$ cat config.mk
export PLATFORM = sky130hd
export DESIGN_NAME = wb_irq_ctrl
export DESIGN_NICKNAME = d
export VERILOG_FILES = /design/src/rtl/wb_irq_ctrl.sv
export SDC_FILE = /design/constraint.sdc
export NUM_CORES = 1
export LEC_CHECK = 0
export CORE_ASPECT_RATIO = 1.2
export CORE_MARGIN = 2
export CORE_UTILIZATION = 30
export CTS_CLUSTER_SIZE = 8
export DETAILED_ROUTE_END_ITERATION = 8
export GPL_ROUTABILITY_DRIVEN = 0
export PLACE_DENSITY_LB_ADDON = 0.12
export SYNTH_ARGS = -nofsm -noshare
export SYNTH_HDL_FRONTEND = slang
export SYNTH_SLANG_ARGS = --single-unit
export TNS_END_PERCENT = 30
$ cat constraint.sdc
create_clock -name clk -period 1.8 [get_ports clk]
set_input_delay 0.27 -clock clk [delete_from_list [all_inputs] [get_ports clk]]
set_output_delay 0.27 -clock clk [all_outputs]
set_load 0.05 [all_outputs]
$ cat src/rtl/wb_irq_ctrl.sv
// Wishbone interrupt controller: synchronises NUM_IRQ lines, latches them as
// level or rising-edge events, and raises a registered request to the CPU.
module wb_irq_ctrl #(
  parameter int NUM_IRQ = 16
) (
  input  logic               clk,
  input  logic               rst_n,
  input  logic [31:0]        wb_dat_i,
  output logic [31:0]        wb_dat_o,
  input  logic [31:0]        wb_adr_i,
  input  logic [3:0]         wb_sel_i,
  input  logic               wb_cyc_i,
  input  logic               wb_stb_i,
  input  logic               wb_we_i,
  output logic               wb_ack_o,
  output logic               wb_stall_o,
  input  logic [NUM_IRQ-1:0] irq_in,
  output logic               irq_out
);

  localparam logic [5:0] OFF_PEND = 6'h00;
  localparam logic [5:0] OFF_EN   = 6'h01;
  localparam logic [5:0] OFF_EDGE = 6'h02;
  localparam logic [5:0] OFF_ACT  = 6'h03;
  localparam logic [5:0] OFF_VEC  = 6'h04;
  localparam logic [5:0] OFF_SET  = 6'h05;

  function automatic logic [31:0] ext(input logic [NUM_IRQ-1:0] v);
    ext = '0;
    ext[NUM_IRQ-1:0] = v;
  endfunction

  logic [NUM_IRQ-1:0] s1_q, s2_q, s3_q;
  logic [NUM_IRQ-1:0] pend_q, pend_d;
  logic [NUM_IRQ-1:0] en_q, en_d;
  logic [NUM_IRQ-1:0] edge_q, edge_d;
  logic               ack_q, ack_d;
  logic [31:0]        dat_q, dat_d;
  logic               irq_q, irq_d;

  logic               acc, wr;
  logic [5:0]         off;
  logic [31:0]        bmask, wm32;
  logic [NUM_IRQ-1:0] wmask, wdat, clr, set, rise, active, edge_chg, pend_rule;
  logic [4:0]         vec_idx;
  logic [31:0]        rdata;
  logic               unused_ok;

  assign unused_ok = &{1'b0, wb_adr_i[31:8], wb_adr_i[1:0], wm32};

  always_comb begin
    acc    = wb_cyc_i & wb_stb_i;
    wr     = acc & wb_we_i;
    off    = wb_adr_i[7:2];
    bmask  = {{8{wb_sel_i[3]}}, {8{wb_sel_i[2]}}, {8{wb_sel_i[1]}}, {8{wb_sel_i[0]}}};
    wm32   = wb_dat_i & bmask;
    wmask  = bmask[NUM_IRQ-1:0];
    wdat   = wm32[NUM_IRQ-1:0];
    active = pend_q & en_q;
    rise   = s2_q & ~s3_q;

    vec_idx = '0;
    for (int i = NUM_IRQ - 1; i >= 0; i--) begin
      if (active[i]) vec_idx = 5'(i);
    end

    unique case (off)
      OFF_PEND: rdata = ext(pend_q);
      OFF_EN:   rdata = ext(en_q);
      OFF_EDGE: rdata = ext(edge_q);
      OFF_ACT:  rdata = ext(active);
      OFF_VEC:  rdata = {|active, 26'd0, vec_idx};
      default:  rdata = '0;
    endcase

    en_d   = (wr && off == OFF_EN)   ? ((en_q & ~wmask) | wdat)   : en_q;
    edge_d = (wr && off == OFF_EDGE) ? ((edge_q & ~wmask) | wdat) : edge_q;
    clr    = (wr && off == OFF_PEND) ? wdat : '0;
    set    = (wr && off == OFF_SET)  ? wdat : '0;

    // Set beats clear on edge sources; level sources just track the line.
    pend_rule = (edge_q & ((pend_q & ~clr) | rise | set)) | (~edge_q & s2_q);
    // A bit whose source type is being switched holds for this one cycle.
    edge_chg  = edge_d ^ edge_q;
    pend_d    = (pend_rule & ~edge_chg) | (pend_q & edge_chg);

    irq_d = |active;
    ack_d = acc;
    dat_d = acc ? rdata : dat_q;
  end

  always_ff @(posedge clk or negedge rst_n) begin
    if (!rst_n) begin
      s1_q   <= '0;
      s2_q   <= '0;
      s3_q   <= '0;
      pend_q <= '0;
      en_q   <= '0;
      edge_q <= '0;
      ack_q  <= 1'b0;
      dat_q  <= '0;
      irq_q  <= 1'b0;
    end else begin
      s1_q   <= irq_in;
      s2_q   <= s1_q;
      s3_q   <= s2_q;
      pend_q <= pend_d;
      en_q   <= en_d;
      edge_q <= edge_d;
      ack_q  <= ack_d;
      dat_q  <= dat_d;
      irq_q  <= irq_d;
    end
  end

  assign wb_ack_o   = ack_q;
  assign wb_dat_o   = dat_q;
  assign wb_stall_o = 1'b0;
  assign irq_out    = irq_q;

endmodule
==> results.yml <==
sta:
  final_hold_viol_count: 0
  maxSlewViolCount: 0
  whs_ns: 0.294
  fin_crit_sh_pct: 98.0
  finClkSkew_ns: 0.00913
  max_freq_mhz: 567
  layout_min_cycle_time_ns: 1.76
  setup_violations: 0
  slew_headroom_pct: 64.1
  worst_pin_slew_ns: 0.538
  rsz0062_at_grt: "yes"
setup_path:
  cp-start-kind: "primary input"
  cp.arrival_ns: 2.05
  path_cells: "dlygate4sd2_1 -> or4_4 -> buf_6 -> nor3_4 -> nand2_1 -> nor3_1 -> a211oi_2"
  cp_data_required_time_ns: 2.08
  path_delay_family: "simple AND/OR/NAND/NOR gates"
  crit_type: "in2reg"
  cp_num_buf_inv: 2
  endpoint_kind: "register"
  cpMaxStageDelayCell: "or4_4"
  path_max_fanout: 5
  cpPeakStageDelay_ns: 0.56
logic_synthesis:
  yosysSeqAreaShare_pct: 56.4
  synth_fa_ha_area_share_pct: 0
  synth_ff_type: "dfrtp_1"
  synth_xor_area_share_pct: 2.06
  synth-simple-area-share_pct: 16.0
  synth_warnings: 0
  syn_avg_cell_area_um2: 10.6
  synth-async-reset-ratio_pct: 100
  ys_types: 48
  syn_inst: 480
  synth_top_family_by_area: "compound AO/OA/AOI/OAI gates"
  muxShareOfSynthArea_pct: 3.53
  synth_compound_area_share_pct: 16.7
  synth_seq_cells: 115
  synth-edff-count: 0
  synth_area_um2: 5100
clock_network:
  clkSinkCount: 115
  clockRootBuffer: "clkbuf_16"
  clock_path_buffers: 2
  h-tree-depth: 4
  cts_tree: "done"
  clk_latency_ns: 0.41
  path_clk_slew_ns: 0.05
  numCtsBuffers: 17
power_and_ir_drop:
  swShare_pct: 22.0
  p_leak_nw: 3.17
  p_int_w: 0.00563
  ir_drop_mv: 0.615
  power_density_nw_per_um2: 1020
  p_seq_share_pct: 38.4
  p_comb_share_pct: 8.7
  p_clk_share_pct: 52.9
  power.switching_w: 0.00159
floorplan:
  core_area_um2: 16800
  rows: 52
  die_h_um: 147
  pin_count: 124
  dieArea_um2: 18100
  dieWidth_um: 123
  start_util_pct: 30.4
global_routing:
  grt_pass1_vias: 3997
  grt_pass1_wl_mm: 22.2
  groute.usage.overall_pct: 16.3
  grt_max_degree: 38
  globalRoute.totalOverflow: 0
  antenna_found_initial: 0
routing:
  wl_mm: 13.7
  firstDrtPassIters: 6
  dr.first_iter.drc_count: 240
  wl_per_cell_um: 16.7
  viasPerCell: 4.93
  vias: 4047
  drc: 0
  ant_nets: 0
hold_path:
  hp-class: "in2reg"
place:
  io_buffers: 63
  dpl.hpwl_mm: 9.92
  place_inst: 785
finish:
  mostFrequentLayoutCells: "115 x dfrtp_1, 78 x nand2_1, 69 x buf_4"
  layout_commonest_cell: "dfrtp_1"
  drive_above_1_share_pct: 25.3
  stdcell_count: 821
  fin_nets: 682
  layout-area-overhead-vs-synth_pct: 38.4
  insertedDiodeCount: 0
outcome:
  outcome: "completed"
run:
  drv_cap: 0
[kinds of logic after synthesis]
kind of cell              Yosys count
other                               1
buffers and inverters              52
muxes                              16
xor gates and xnor gates           12
AOI/OAI and AO/OA                 118
DFF                               115
and+or+nand+nor                   166
[cell type report]
class | count | area (µm²)
Timing Repair Buffer | 123 | 1120
Tap cell | 216 | 270
Multi-Input combinational cell | 328 | 2090
Fill cell | 1626 | 9730
Sequential cell | 115 | 2880
Inverter | 8 | 30.0
Clock inverter | 10 | 203
Clock buffer | 21 | 470
[per-stage QoR]
| step | setup TNS, ns | utilization [%] | power, W | instance area, µm² | setup WS, ns |
|---|---|---|---|---|---|
| after global placement | -18.70 | 37.1 | 0.00343 | 6240 | -0.528 |
| final | 0 | 42.1 | 0.00722 | 7060 | 0.0366 |
| after CTS | 0 | 41.5 | 0.00731 | 6970 | 0.0366 |
| after floorplan | 0 | - | 0.00314 | 5160 | 0.0476 |
| after detailed placement | -20.07 | 37.1 | 0.00344 | 6240 | -0.548 |
| after global routing | -0.0482 | 42.1 | 0.00753 | 7060 | -0.0269 |
[power groups by stage]
stage	clock network, W	logic, W	registers, W
2_1_floorplan	0	0.000313	0.00283
5_1_grt	0.00406	0.000684	0.00279
6_report	0.00382	0.000626	0.00277
3_3_place_gp	0	0.000621	0.00281
3_5_place_dp	0	0.000628	0.00282
4_1_cts	0.00391	0.000628	0.00277
[metal layers]
metal,GRT usage [%],wire [µm],vias to the layer above
met1,22.8,6300,1973
met2,24.6,6520,124
met3,4.31,720,14
li1,-,-,1936
met5,0,0,-
met4,5.34,184,0
[final timing paths]
path	from	end	slack, ns	depth (start not counted)
min in group asynchronous	rst_n	s2_q[0]	0.39	2
hold reg to reg	s1_q[7]	s2_q[7]	0.34	0
setup / recovery	wb_adr_i[4]	register	0.04	7
max in group asynchronous	rst_n	async pin	0.79	3
setup reg to reg	register	wb_dat_o[1]	0.23	5
hold / removal	irq_in[11]	s1_q[11]	0.29	1
[timing repair]
action	in CTS	in global routing
endpoints found under the setup margin	36	29
cloned	1	0
pin swaps	2	2
endpoints found under the hold margin	33	0
setup buffers	2	1
gates resized for setup	10	18
hold buffers	1	0
[synth_stat cells, types with 9 or more instances]
master | number | area [µm²]
mux2_2 | 16 | 180
nand2b_1 | 14 | 87.6
buf_4 | 18 | 135
o21ai_0 | 21 | 105
dfrtp_1 | 115 | 2880
nand2_1 | 79 | 297
o221ai_1 | 23 | 201
a21oi_1 | 14 | 70.1
nand3_1 | 12 | 60.1
clkbuf_1 | 21 | 78.8
o21ai_1 | 11 | 55.1
xnor2_1 | 11 | 96.3
nor2_1 | 17 | 63.8
nand4_1 | 9 | 56.3
No activity file was read; power rests on OpenSTA's default activity.
